**src/rtl/soc_dbus_if.sv**
```systemverilog
// Core-side data port of soc_dbus: request strobes, address/data and the ready/read-data return.
interface soc_dbus_if;
    logic        req_r;
    logic [3:0]  req_w;
    logic [31:0] req_addr;
    logic [31:0] req_wdata;
    logic [31:0] req_rdata;
    logic        req_ready;

    modport master (
        output req_r, req_w, req_addr, req_wdata,
        input  req_rdata, req_ready
    );

    modport slave (
        input  req_r, req_w, req_addr, req_wdata,
        output req_rdata, req_ready
    );
endinterface

```
**src/rtl/soc_dbus.sv**
```systemverilog
// Data-bus controller: routes core accesses to RAM (optional wait states) or to MMIO (console, exit, cycles).
// Build option: define SOC_DBUS_WDT_EN to enable the WDT_LIMIT cycle watchdog.
module soc_dbus #(
    parameter int unsigned RAM_WAIT  = 0,
    parameter logic [31:0] MMIO_BASE = 32'hFFFF_0000,
    parameter logic [63:0] WDT_LIMIT = 64'd1_000_000
) (
    input  logic        clk,
    input  logic        rst,
    soc_dbus_if.slave   bus,
    output logic        ram_r,
    output logic [3:0]  ram_w,
    output logic [31:0] ram_addr,
    output logic [31:0] ram_wdata,
    input  logic [31:0] ram_rdata,
    input  logic        brk,
    output logic        halt,
    output logic [31:0] exit_code,
    output logic        con_valid,
    output logic [7:0]  con_data,
    output logic [63:0] cycles
);
    localparam logic [15:0] OFF_CONSOLE  = 16'h0000;
    localparam logic [15:0] OFF_EXIT     = 16'h0004;
    localparam logic [15:0] OFF_CYCLE_LO = 16'h0008;
    localparam logic [15:0] OFF_CYCLE_HI = 16'h000C;

    logic        halt_reg;
    logic [31:0] exit_code_reg;
    logic [63:0] cycles_reg;
    logic        con_valid_reg;
    logic [7:0]  con_data_reg;

    logic        access;
    logic        is_mmio;
    logic        live;
    logic        mmio_acc;
    logic        ram_acc;
    logic [15:0] offset;
    logic        con_wr;
    logic        exit_wr;
    logic        wdt_hit;
    logic        ram_ready;
    logic [31:0] mmio_rdata;

    // Nothing reaches RAM or MMIO while halted or while reset is held.
    assign access   = bus.req_r | (|bus.req_w);
    assign is_mmio  = (bus.req_addr[31:16] == MMIO_BASE[31:16]);
    assign offset   = bus.req_addr[15:0];
    assign live     = access & ~halt_reg & ~rst;
    assign mmio_acc = live & is_mmio;
    assign ram_acc  = live & ~is_mmio;
    assign con_wr   = mmio_acc & (offset == OFF_CONSOLE) & bus.req_w[0];
    assign exit_wr  = mmio_acc & (offset == OFF_EXIT) & (bus.req_w == 4'hF);

`ifdef SOC_DBUS_WDT_EN
    assign wdt_hit = (cycles_reg == (WDT_LIMIT - 64'd1));
`else
    assign wdt_hit = 1'b0;
`endif

    always_comb begin
        mmio_rdata = 32'h0;
        case (offset)
            OFF_EXIT:     mmio_rdata = exit_code_reg;
            OFF_CYCLE_LO: mmio_rdata = cycles_reg[31:0];
            OFF_CYCLE_HI: mmio_rdata = cycles_reg[63:32];
            default:      mmio_rdata = 32'h0;
        endcase
    end

    generate
        if (RAM_WAIT == 0) begin : g_no_wait
            assign ram_ready = ram_acc;
        end else begin : g_wait
            typedef enum logic [1:0] {ST_IDLE, ST_WAIT, ST_DONE} state_t;
            // Counter is loaded with N-1 so that ready lands exactly N cycles after the request.
            localparam logic [3:0] CNT_LOAD = 4'(RAM_WAIT - 1);

            state_t     state_reg;
            logic [3:0] cnt_reg;

            always_ff @(posedge clk) begin
                if (rst) begin
                    state_reg <= ST_IDLE;
                    cnt_reg   <= 4'h0;
                end else begin
                    case (state_reg)
                        ST_IDLE: begin
                            if (ram_acc) begin
                                cnt_reg   <= CNT_LOAD;
                                state_reg <= (CNT_LOAD == 4'h0) ? ST_DONE : ST_WAIT;
                            end
                        end
                        ST_WAIT: begin
                            if (!ram_acc) begin
                                state_reg <= ST_IDLE;
                            end else begin
                                cnt_reg <= cnt_reg - 4'h1;
                                if (cnt_reg == 4'h1) begin
                                    state_reg <= ST_DONE;
                                end
                            end
                        end
                        ST_DONE: state_reg <= ST_IDLE;
                        default: state_reg <= ST_IDLE;
                    endcase
                end
            end

            assign ram_ready = (state_reg == ST_DONE) & ram_acc;
        end
    endgenerate

    // Byte-write strobes only in the completing cycle, so an abandoned access never writes.
    genvar gi;
    generate
        for (gi = 0; gi < 4; gi++) begin : g_lane
            assign ram_w[gi] = ram_ready & bus.req_w[gi];
        end
    endgenerate

    assign ram_r         = ram_acc & bus.req_r;
    assign ram_addr      = bus.req_addr;
    assign ram_wdata     = bus.req_wdata;
    assign bus.req_ready = mmio_acc | ram_ready;
    assign bus.req_rdata = mmio_acc ? mmio_rdata : (ram_ready ? ram_rdata : 32'h0);

    always_ff @(posedge clk) begin
        if (rst) begin
            halt_reg      <= 1'b0;
            exit_code_reg <= 32'h0;
            cycles_reg    <= 64'h0;
            con_valid_reg <= 1'b0;
            con_data_reg  <= 8'h0;
        end else begin
            con_valid_reg <= con_wr;
            if (con_wr) begin
                con_data_reg <= bus.req_wdata[7:0];
            end
            if (!halt_reg) begin
                cycles_reg <= cycles_reg + 64'd1;
                // Explicit exit code beats breakpoint, which beats the watchdog.
                if (exit_wr) begin
                    halt_reg      <= 1'b1;
                    exit_code_reg <= bus.req_wdata;
                end else if (brk) begin
                    halt_reg      <= 1'b1;
                    exit_code_reg <= 32'hFFFF_FFFF;
                end else if (wdt_hit) begin
                    halt_reg      <= 1'b1;
                    exit_code_reg <= 32'hDEAD_0001;
                end
            end
        end
    end

    assign halt      = halt_reg;
    assign exit_code = exit_code_reg;
    assign cycles    = cycles_reg;
    assign con_valid = con_valid_reg & ~halt_reg;
    assign con_data  = con_data_reg;
endmodule

```
**src/flat_wrapper.sv**
```systemverilog
// flat-port wrapper written by rule: the top's interface ports become plain ports
module soc_dbus_flat 
#(
    parameter int unsigned RAM_WAIT  = 0,
    parameter logic [31:0] MMIO_BASE = 32'hFFFF_0000,
    parameter logic [63:0] WDT_LIMIT = 64'd1_000_000
)
  (clk, rst, ram_r, ram_w, ram_addr, ram_wdata, ram_rdata, brk, halt, exit_code, con_valid, con_data, cycles, bus_req_r, bus_req_w, bus_req_addr, bus_req_wdata, bus_req_rdata, bus_req_ready);
  soc_dbus_if bus_i ();
  input  logic clk;
  input  logic rst;
  output logic ram_r;
  output logic [3:0] ram_w;
  output logic [31:0] ram_addr;
  output logic [31:0] ram_wdata;
  input  logic [31:0] ram_rdata;
  input  logic brk;
  output logic halt;
  output logic [31:0] exit_code;
  output logic con_valid;
  output logic [7:0] con_data;
  output logic [63:0] cycles;
  input wire logic [$bits(bus_i.req_r)-1:0] bus_req_r;
  input wire logic [$bits(bus_i.req_w)-1:0] bus_req_w;
  input wire logic [$bits(bus_i.req_addr)-1:0] bus_req_addr;
  input wire logic [$bits(bus_i.req_wdata)-1:0] bus_req_wdata;
  output wire logic [$bits(bus_i.req_rdata)-1:0] bus_req_rdata;
  output wire logic [$bits(bus_i.req_ready)-1:0] bus_req_ready;
  assign bus_i.req_r = bus_req_r;
  assign bus_i.req_w = bus_req_w;
  assign bus_i.req_addr = bus_req_addr;
  assign bus_i.req_wdata = bus_req_wdata;
  assign bus_req_rdata = bus_i.req_rdata;
  assign bus_req_ready = bus_i.req_ready;
  soc_dbus #(.RAM_WAIT(RAM_WAIT), .MMIO_BASE(MMIO_BASE), .WDT_LIMIT(WDT_LIMIT)) u_core (.clk(clk), .rst(rst), .bus(bus_i), .ram_r(ram_r), .ram_w(ram_w), .ram_addr(ram_addr), .ram_wdata(ram_wdata), .ram_rdata(ram_rdata), .brk(brk), .halt(halt), .exit_code(exit_code), .con_valid(con_valid), .con_data(con_data), .cycles(cycles));
endmodule
```
**config.mk**
```make
export PLATFORM = sky130hd
export DESIGN_NAME = soc_dbus_flat
export DESIGN_NICKNAME = d
export VERILOG_FILES = /design/src/rtl/soc_dbus_if.sv /design/src/rtl/soc_dbus.sv /design/src/flat_wrapper.sv
export SDC_FILE = /design/constraint.sdc
export NUM_CORES = 1
export LEC_CHECK = 0
export ABC_CLOCK_PERIOD_IN_PS = 3900
export CAP_MARGIN = 5
export CORE_MARGIN = 5
export CORE_UTILIZATION = 44
export DETAILED_ROUTE_END_ITERATION = 8
export GPL_ROUTABILITY_DRIVEN = 0
export PLACE_DENSITY = 0.88
export SYNTH_ARGS = -nofsm -noshare
export SYNTH_HDL_FRONTEND = slang
export SYNTH_SLANG_ARGS = --single-unit
```
**constraint.sdc**
```tcl
create_clock -name clk -period 3.9 [get_ports clk]
set_input_delay 0.39 -clock clk [delete_from_list [all_inputs] [get_ports clk]]
set_output_delay 0.39 -clock clk [all_outputs]
set_load 0.05 [all_outputs]
```
==> metrics, run 1 <==
register area share after synthesis a little over a third; final setup violation count 0; Hold Startpoint u_core.cycles[63]$_SDFFE_PP0N_; maximum clock insertion buffer count 2; Yosys cell types 43; status finished, final reports clean; CP Data Required Time approximately 3.5 ns; reg2reg setup slack between 0.9 and 1 ns; Setup crit end kind output pin; R2R Path Start u_core.cycles[7]$_SDFFE_PP0N_; Post-Place Cells 1100; pre-CTS WS 0.836 ns; layout cell share with drive strength beyond 1 between 10% and 20%; Reg-to-Reg End u_core.cycles[60]$_SDFFE_PP0N_; syn_nets between 800 and 900; DRT Pass-1 Iters 5; antenna violations before repair 0; R2R cell count 5; P per Cell Area 305 nW/um^2; Seq pwr share about 40%; max reg flops 64; Rows 42; CP arrival around 2.7 ns; CTS tree built; post-CTS setup buffers 0; DIE WIDTH between 100 and 150 um; Async S/R FF share, synth 0%; first-pass GRT wire length ~37000 um; top cells by area, synth dfxtp_1, buf_4, mux2i_1, o221a_2, a2bb2oi_1; commonest non-fill, non-tap cell in the layout clkdlybuf4s50_1; worst slew pin tran between 0.8 and 0.9 ns; switching pwr 908 uW; Die Ht approximately 130 um; wire per inst roughly 22 um; Std-Cell Core Area 13300 um^2; Hold Vio Cnt, Final 0; Area growth, synth to finish 56.2%; Sw Share 31.5%; DP HPWL 18600 um; 1st-iter DRT viols around 540; GRT Overall Usage 28.4%; post-synth top area share a little over a third; via count ~6600; Post-synth EDFFs 0; hold slack approximately 0.5 ns; Routed Antenna Nets 0; worst setup margin 0.823 ns; kind of critical path input pin to output pin; clock sink count between 100 and 150; CP Buf/Inv Count 3; Worst Hold Depth 2; most frequent cells in the layout clkdlybuf4s50_1, dfxtp_1, nand2_1; Setup crit start kind input pin; Rel. slew slack a little over two fifths; Mapped Area between 6000 and 7000 um^2; Pint about 2000 uW; Total Die Area roughly 16000 um^2; setup tns final 0 ns; Overflow after GRT 0; hold buffer count at CTS 0; Non-Filler Instances around 1100; clk slew on worst S/H paths 0.06 ns; Top-Level Pins about 310; Crit path max-delay family buffers and inverters; RSZ-0062 raised after global routing false; Leakage Power 0.00335 uW; Worst path slowest cell clkdlybuf4s50_1; post-synth top area cell dfxtp_1; utilization after layout a little over two thirds; Fmax achieved approximately 0.33 GHz; htree depth 3; vias in the first global route 6227; synthesized flop and latch total around 110; Primary FF master, synth dfxtp_1; Cells after Synth ~710; Ys Warns 0; largest net degree at the start of global routing 74; max-cap violation count 0; Clock Skews 0.00685 ns; Num CTS Buffers 9; Initial Util a little under half; critical-path cell list clkdlybuf4s50_1 -> nor4_1 -> and4_1 -> and3b_1 -> buf_4 -> a2bb2oi_1 -> o21ai_0 -> buf_12; VDD IR max ~0.18 mV; Hold Crit Class register to register; Max FO, Critical Path 32; Clk pwr share roughly 33%; CP peak stage delay 0.43 ns; CTS resizes 0; Hold Path End u_core.cycles[63]$_SDFFE_PP0N_; Avg Inst Size Synth 8.49 um^2; IO Port Bufs a little over 300; Min Clock Period, post-route just over 3 ns; Post-route DRC 0; Combinational Power Share 27.8%; clock latency on the worst-skew pair ~0.34 ns; Nets approximately 1000; # fillers approximately 1000; ant diodes 0; vias per cell 5.87; total length of routed wires 24300 um; root buffer cell clkbuf_16; Slew Viols, Final 0; Final period util about four fifths
[metal layers]
metal / track usage [%] / up-vias / part of all wire, %
met5: 0 / - / 0
met4: 7.57 / 0 / 1.7
met3: 6.55 / 30 / 8.0
met2: 50.1 / 345 / 50
met1: 35.0 / 3143 / 40
li1: - / 3034 / -
[synth_stat cells (2+ instances only)]
library cell / n
dfxtp_1: 106
buf_4: 64
nand2_1: 57
clkbuf_1: 43
nor2_1: 43
o21ai_0: 43
mux2i_1: 41
a21oi_1: 36
a2bb2oi_1: 32
o221a_2: 31
nand3_1: 27
nand4_1: 26
or3_1: 20
xor2_1: 20
and3_1: 14
or4_1: 14
o31ai_1: 13
and2_1: 8
and4_1: 8
inv_1: 8
nor4_1: 8
o21ai_1: 8
xnor2_1: 7
buf_2: 5
nand4b_1: 5
nor2b_1: 3
nor3_1: 3
a211oi_1: 2
a31oi_1: 2
o41ai_1: 2
[metrics by stage]
stage	area, um^2	total power (uW)
after global routing	9440	2960
final	9440	2880
after detailed placement	9140	1970
after floorplan	6050	1630
after CTS	9440	2890
after global placement	9140	1960
[final cells by class]
type                            count  area, um^2  area share (%)
Timing Repair Buffer              324        3520            37.3
Multi-Input combinational cell    485        3240            34.3
Sequential cell                   106        2120            22.5
Clock buffer                       12         256            2.72
Tap cell                          176         220            2.33
Clock inverter                      4        50.0           0.530
Inverter                            9        33.8           0.358
[worst max-delay path by stage]
stage                        endpoint  depth (start not counted)                   start
floorplan           bus_req_rdata[10]                          5  u_core.halt$_SDFF_PP0_
finish               bus_req_rdata[1]                          8        bus_req_addr[10]
global placement     bus_req_rdata[1]                          8        bus_req_addr[10]
CTS                 bus_req_rdata[21]                          8        bus_req_addr[10]
global route        bus_req_rdata[27]                          8        bus_req_addr[10]
detailed placement  bus_req_rdata[21]                          8        bus_req_addr[10]
[tightest hold or removal path: stages (launching register included)]
cell and delay [ns]:
dfxtp_1 0.33, o31ai_1 0.07, a21oi_1 0.05
[cell families after synthesis]
group / synth area share (%)
adders and majority gates: 0.207
and+or+nand+nor: 22.1
AOI/OAI and AO/OA: 20.3
xor gates and xnor gates: 3.91
muxes: 6.79
DFF: 35.1
buffers and inverters: 11.6
[power groups by stage]
| stage | Clock (uW) | Sequential, uW | Combinational [uW] |
|---|---|---|---|
| after floorplan | 0 | 1260 | 368 |
| after global placement | 0 | 1170 | 794 |
| after detailed placement | 0 | 1170 | 799 |
| after CTS | 945 | 1140 | 802 |
| after global routing | 986 | 1150 | 825 |
| final | 935 | 1150 | 799 |
Note: power is estimated with default switching activity, not from simulation.
==> inputs of run 2 (changes only) <==
--- a/config.mk
+++ b/config.mk
@@ -5,13 +5,13 @@
 export SDC_FILE = /design/constraint.sdc
 export NUM_CORES = 1
 export LEC_CHECK = 0
-export ABC_CLOCK_PERIOD_IN_PS = 3900
+export ABC_CLOCK_PERIOD_IN_PS = 2800
 export CAP_MARGIN = 5
 export CORE_MARGIN = 5
-export CORE_UTILIZATION = 44
+export CORE_UTILIZATION = 37
 export DETAILED_ROUTE_END_ITERATION = 8
 export GPL_ROUTABILITY_DRIVEN = 0
-export PLACE_DENSITY = 0.88
+export PLACE_DENSITY = 0.79
 export SYNTH_ARGS = -nofsm -noshare
 export SYNTH_HDL_FRONTEND = slang
 export SYNTH_SLANG_ARGS = --single-unit
==> constraint.sdc (replaced) <==
create_clock -name clk -period 2.8 [get_ports clk]
set_input_delay 0.28 -clock clk [delete_from_list [all_inputs] [get_ports clk]]
set_output_delay 0.28 -clock clk [all_outputs]
set_load 0.05 [all_outputs]
==> metrics, run 2 (same netlist as run 1, synthesis figures left out) <==
status finished, final reports clean; clk slew on worst S/H paths 0.07 ns (about the same); via count 6616 (+0.98%); Total Die Area 19000 um^2 (+17%); Pint 2770 uW (+41%); maximum clock insertion buffer count 2 (unchanged); Initial Util 37.9% (-7.4 points); Setup crit end kind output pin; max-cap violation count 0 (unchanged); CTS tree built; vias per cell 5.64 (-3.9%); Clock Skews 0.00834 ns (+0.00149 ns); met3 WL 2440 um (+25%); Sw Share 32.0% (+0.47 points); Leakage Power 0.00351 uW (+5.0%); kind of critical path input pin to output pin; Top-Level Pins 312 (unchanged); CP Data Required Time 2.52 ns (-0.99 ns); antenna violations before repair 0 (unchanged); DP HPWL 19200 um (+3.2%); vias in the first global route 6265 (+0.61%); setup tns final 0 ns (unchanged); Slew Viols, Final 0 (unchanged); final setup violation count 0 (unchanged); commonest non-fill, non-tap cell in the layout clkdlybuf4s50_1; Overflow after GRT 0 (unchanged); Clk pwr share 32.7% (+0.2 points); Top Metal Used met4; layout cell share with drive strength beyond 1 16.2% (+4.9 points); Met1 Routed Length 10300 um (+5.7%); root buffer cell clkbuf_16; met2 routed WL 12300 um (+0.60%); ant diodes 0 (unchanged); GRT Overall Usage 25.4% (-3.0 points); Min Clock Period, post-route 2.62 ns; Area growth, synth to finish 62.8%; Combinational Power Share 28.3% (+0.5 points); Num CTS Buffers 9 (unchanged); Die Ht 138 um (+8.3%); wire per inst 21.9 um (+0.35%); Rows 46 (+9.5%); DIE WIDTH 138 um (+8.3%); most frequent cells in the layout clkdlybuf4s50_1, dfxtp_1, nand2_1; VDD IR max 0.305 mV (+74%); # fillers 1357 (+30%); clock latency on the worst-skew pair 0.36 ns (+0.02 ns); max reg flops 64 (unchanged); total length of routed wires 25700 um (+5.5%); P per Cell Area 414 nW/um^2 (+36%); Hold Crit Class register to register; Max FO, Critical Path 11 (-66%); Seq pwr share 39.0% (-0.8 points); switching pwr 1300 uW (+44%); Routed Antenna Nets 0 (unchanged); Fmax achieved around 0.38 GHz; hold slack 0.507 ns (+0.00722 ns); Rel. slew slack 43.9% (+1.0 points); htree depth 3 (unchanged); Final period util between 90% and 100%; clock sink count 106 (unchanged); 1st-iter DRT viols 500 (-7.6%); Setup crit start kind input pin; IO Port Bufs 311 (unchanged); Post-route DRC 0 (unchanged); RSZ-0062 raised after global routing false; CP arrival 2.34 ns (-0.35 ns); Std-Cell Core Area 15900 um^2 (+19%); Nets 1057 (+1.6%); DRT Pass-1 Iters 5 (unchanged); Hold Vio Cnt, Final 0 (unchanged); largest net degree at the start of global routing 74 (unchanged); worst slew pin tran 0.841 ns (-0.00740 ns); first-pass GRT wire length 36800 um (+0.59%)
==> run 2: changes by cell type in the layout (fill, tap and decap cells not counted), moves of 2 or more <==
cell and delta:
clkinvlp_4 -2, buf_12 +7, o21ai_2 +30, o21ai_0 -32, nor2b_4 +2, buf_4 +10
o21ai_1 +2
==> run 2: what timing repair did <==
item / CTS / global route
endpoints found under the setup margin: 0 / 37
gates resized for setup: 0 / 2
hold buffers: 0 / 0
setup buffers: 0 / 0
==> run 2: layer usage <==
metal	track usage, %	vias to the layer above
met4	8.67	0
met5	0	-
met2	43.0	325
met1	31.6	3167
met3	6.28	49
li1	-	3075
==> run 2: metrics by stage <==
step | cells | instance area (um^2) | total power [uW] | worst slack [ns] | utilization, %
global placement | 1156 | 9520 | 2760 | 0.0311 | 59.7
global route | 1173 | 9840 | 4190 | 0.00436 | 61.7
detailed placement | 1156 | 9520 | 2770 | 0.0468 | 59.7
floorplan | 712 | 6170 | 2290 | 0.0352 | -
CTS | 1172 | 9820 | 4090 | 0.0303 | 61.6
finish | 1173 | 9840 | 4080 | 0.176 | 61.7
==> run 2: final timing paths <==
check	start	to	slack (ns)	cells past startpoint
max reg2reg	u_core.cycles[36]$_SDFFE_PP0N_	u_core.cycles[50]$_SDFFE_PP0N_	0.37	5
min	u_core.con_data[5]$_SDFFE_PP0P_	u_core.con_data[5]$_SDFFE_PP0P_	0.51	2
max	bus_req_addr[10]	bus_req_rdata[0]	0.18	8
min reg2reg	u_core.con_data[5]$_SDFFE_PP0P_	u_core.con_data[5]$_SDFFE_PP0P_	0.51	2
==> run 2: layout make-up <==
cell class	instances	area, um^2	share of cell area [%]
Tap cell	216	270	2.75
Timing Repair Buffer	340	3730	37.9
Inverter	9	33.8	0.343
Sequential cell	106	2120	21.6
Clock inverter	4	48.8	0.496
Multi-Input combinational cell	486	3380	34.4
Clock buffer	12	256	2.61
==> run 2: critical path, stage by stage <==
cell and delay, ns:
clkdlybuf4s50_1 0.42, nor4_1 0.32, and4_2 0.35, and3b_1 0.27
buf_4 0.22, a2bb2oi_1 0.09, o21ai_1 0.22, buf_12 0.17
==> run 2: power by group through the flow <==
| stage | logic (uW) | registers, uW | clock network (uW) |
|---|---|---|---|
| after global routing | 1190 | 1590 | 1400 |
| after floorplan | 526 | 1760 | 0 |
| after CTS | 1150 | 1590 | 1350 |
| after detailed placement | 1150 | 1620 | 0 |
| after global placement | 1140 | 1620 | 0 |
| final | 1160 | 1590 | 1330 |
==> inputs of run 3 (changes only) <==
--- a/config.mk
+++ b/config.mk
@@ -5,13 +5,14 @@
 export SDC_FILE = /design/constraint.sdc
 export NUM_CORES = 1
 export LEC_CHECK = 0
-export ABC_CLOCK_PERIOD_IN_PS = 2800
+export ABC_CLOCK_PERIOD_IN_PS = 3200
 export CAP_MARGIN = 5
 export CORE_MARGIN = 5
-export CORE_UTILIZATION = 37
+export CORE_UTILIZATION = 44
 export DETAILED_ROUTE_END_ITERATION = 8
 export GPL_ROUTABILITY_DRIVEN = 0
-export PLACE_DENSITY = 0.79
+export PLACE_DENSITY = 0.88
+export REMOVE_ABC_BUFFERS = 1
 export SYNTH_ARGS = -nofsm -noshare
 export SYNTH_HDL_FRONTEND = slang
 export SYNTH_SLANG_ARGS = --single-unit
==> constraint.sdc (replaced) <==
create_clock -name clk -period 3.2 [get_ports clk]
set_input_delay 0.32 -clock clk [delete_from_list [all_inputs] [get_ports clk]]
set_output_delay 0.32 -clock clk [all_outputs]
set_load 0.05 [all_outputs]
==> metrics, run 3 (same netlist as run 1, synthesis figures left out) <==
Total Die Area 16200 um^2 (-15%); setup tns final 0 ns (unchanged); Max FO, Critical Path 16 (+5); IO Port Bufs 311 (unchanged); vias per cell 5.68 (+0.79%); clk slew on worst S/H paths 0.07 ns (about the same); 1st-iter DRT viols 426 (-15%); Final period util about nine tenths; max reg flops 64 (unchanged); htree depth 3 (unchanged); worst slew pin tran 0.807 ns (-0.0337 ns); wire per inst 19.9 um (-9.2%); clock latency on the worst-skew pair 0.34 ns (-0.02 ns); commonest non-fill, non-tap cell in the layout clkdlybuf4s50_1; Min Clock Period, post-route around 2.9 ns; Die Ht 127 um (-7.7%); maximum clock insertion buffer count 2 (unchanged); ant diodes 0 (unchanged); Setup crit end kind output pin; vias in the first global route 6469 (+3.3%); Setup crit start kind input pin; via count 6418 (-3.0%); clock sink count 106 (unchanged); post-route total power 3510 uW (-14%); Std-Cell Core Area 13300 um^2 (-16%); RSZ-0062 raised after global routing false; Fmax achieved between 0.3 and 0.4 GHz; DIE WIDTH 127 um (-7.7%); CTS resizes 0 (unchanged); Leakage Power 0.00343 uW (-2.3%); final setup violation count 0 (unchanged); Hold Crit Class input pin to register; largest net degree at the start of global routing 74 (unchanged); Routed Antenna Nets 0 (unchanged); Hold Vio Cnt, Final 0 (unchanged); Rel. slew slack 46.2% (+2.2 points); total length of routed wires 22400 um (-13%); Clock Skews 0.00858 ns (+0.000246 ns); Worst Hold Depth 4 (+2); Area growth, synth to finish 58.7%; kind of critical path input pin to output pin; status finished, final reports clean; CP arrival 2.53 ns (+0.19 ns); P per Cell Area 365 nW/um^2 (-12%); max-cap violation count 0 (unchanged); hold buffer count at CTS 0 (unchanged); layout cell share with drive strength beyond 1 12.5% (-3.7 points); Top-Level Pins 312 (unchanged); DRT Pass-1 Iters 5 (unchanged); CP Data Required Time 2.88 ns (+0.36 ns); Post-route DRC 0 (unchanged); antenna violations before repair 0 (unchanged); DP HPWL 17200 um (-10%); Initial Util 45.3% (+7.4 points); post-CTS setup buffers 0 (unchanged); VDD IR max 0.250 mV (-18%); most frequent cells in the layout clkdlybuf4s50_1, dfxtp_1, nand2_1; root buffer cell clkbuf_16; GRT Overall Usage 26.2% (+0.76 points); CTS tree built; Rows 42 (-8.7%); Nets 1053 (-0.38%); utilization after layout 71.9% (+10 points); Slew Viols, Final 0 (unchanged); Num CTS Buffers 9 (unchanged); R2R cell count 6 (+1); first-pass GRT wire length 34500 um (-6.1%); Overflow after GRT 0 (unchanged)
## run 3: layer usage
layer | global-route usage (%) | vias to the layer above | share of wire [%]
met1 | 31.4 | 3038 | 40
met4 | 6.12 | 0 | 1.4
met3 | 6.59 | 26 | 8.0
met2 | 47.1 | 304 | 50
li1 | - | 3050 | -
met5 | 0 | - | 0
## run 3: stage by stage
step	hold slack (ns)	setup slack (ns)	cell area (um^2)	instances
2_1_floorplan	0.389	-1.37	5380	600
3_3_place_gp	0.476	0.400	9290	1113
3_5_place_dp	0.484	0.374	9290	1113
4_1_cts	0.447	0.359	9590	1129
5_1_grt	0.507	0.148	9590	1129
6_report	0.482	0.347	9590	1129
## run 3: where the power goes
| group | switching, uW | total (uW) | internal, uW |
|---|---|---|---|
| Combinational | 562 | 968 | 406 |
| Clock | 509 | 1150 | 637 |
| Sequential | 35.8 | 1390 | 1360 |
| Total | 1110 | 3510 | 2400 |
## run 3: final timing paths
check	start	end	slack, ns
setup / recovery	bus_req_addr[0]	bus_req_rdata[28]	0.35
hold / removal	bus_req_addr[3]	u_core.con_valid_reg$_SDFF_PP0_	0.48
setup reg to reg	u_core.cycles[4]$_SDFFE_PP0N_	u_core.cycles[60]$_SDFFE_PP0N_	0.61
hold reg to reg	u_core.con_data[7]$_SDFFE_PP0P_	u_core.con_data[7]$_SDFFE_PP0P_	0.50
## run 3: area by class of cell
cell class | instances | area, um^2
fillers | 998 | 3750
inverters | 9 | 33.8
clock buffers | 10 | 239
repair buffers | 337 | 3670
flip-flops and latches | 106 | 2120
well taps | 176 | 220
multi-input cells | 485 | 3240
clock inverters | 6 | 70.1
## run 3: worst max-delay path: stages
cell and delay (ns):
clkdlybuf4s50_1 0.45, nor4_1 0.25, and4_1 0.37, and3b_1 0.22, buf_4 0.25, a2bb2oi_1 0.08
o21ai_0 0.38, buf_12 0.20
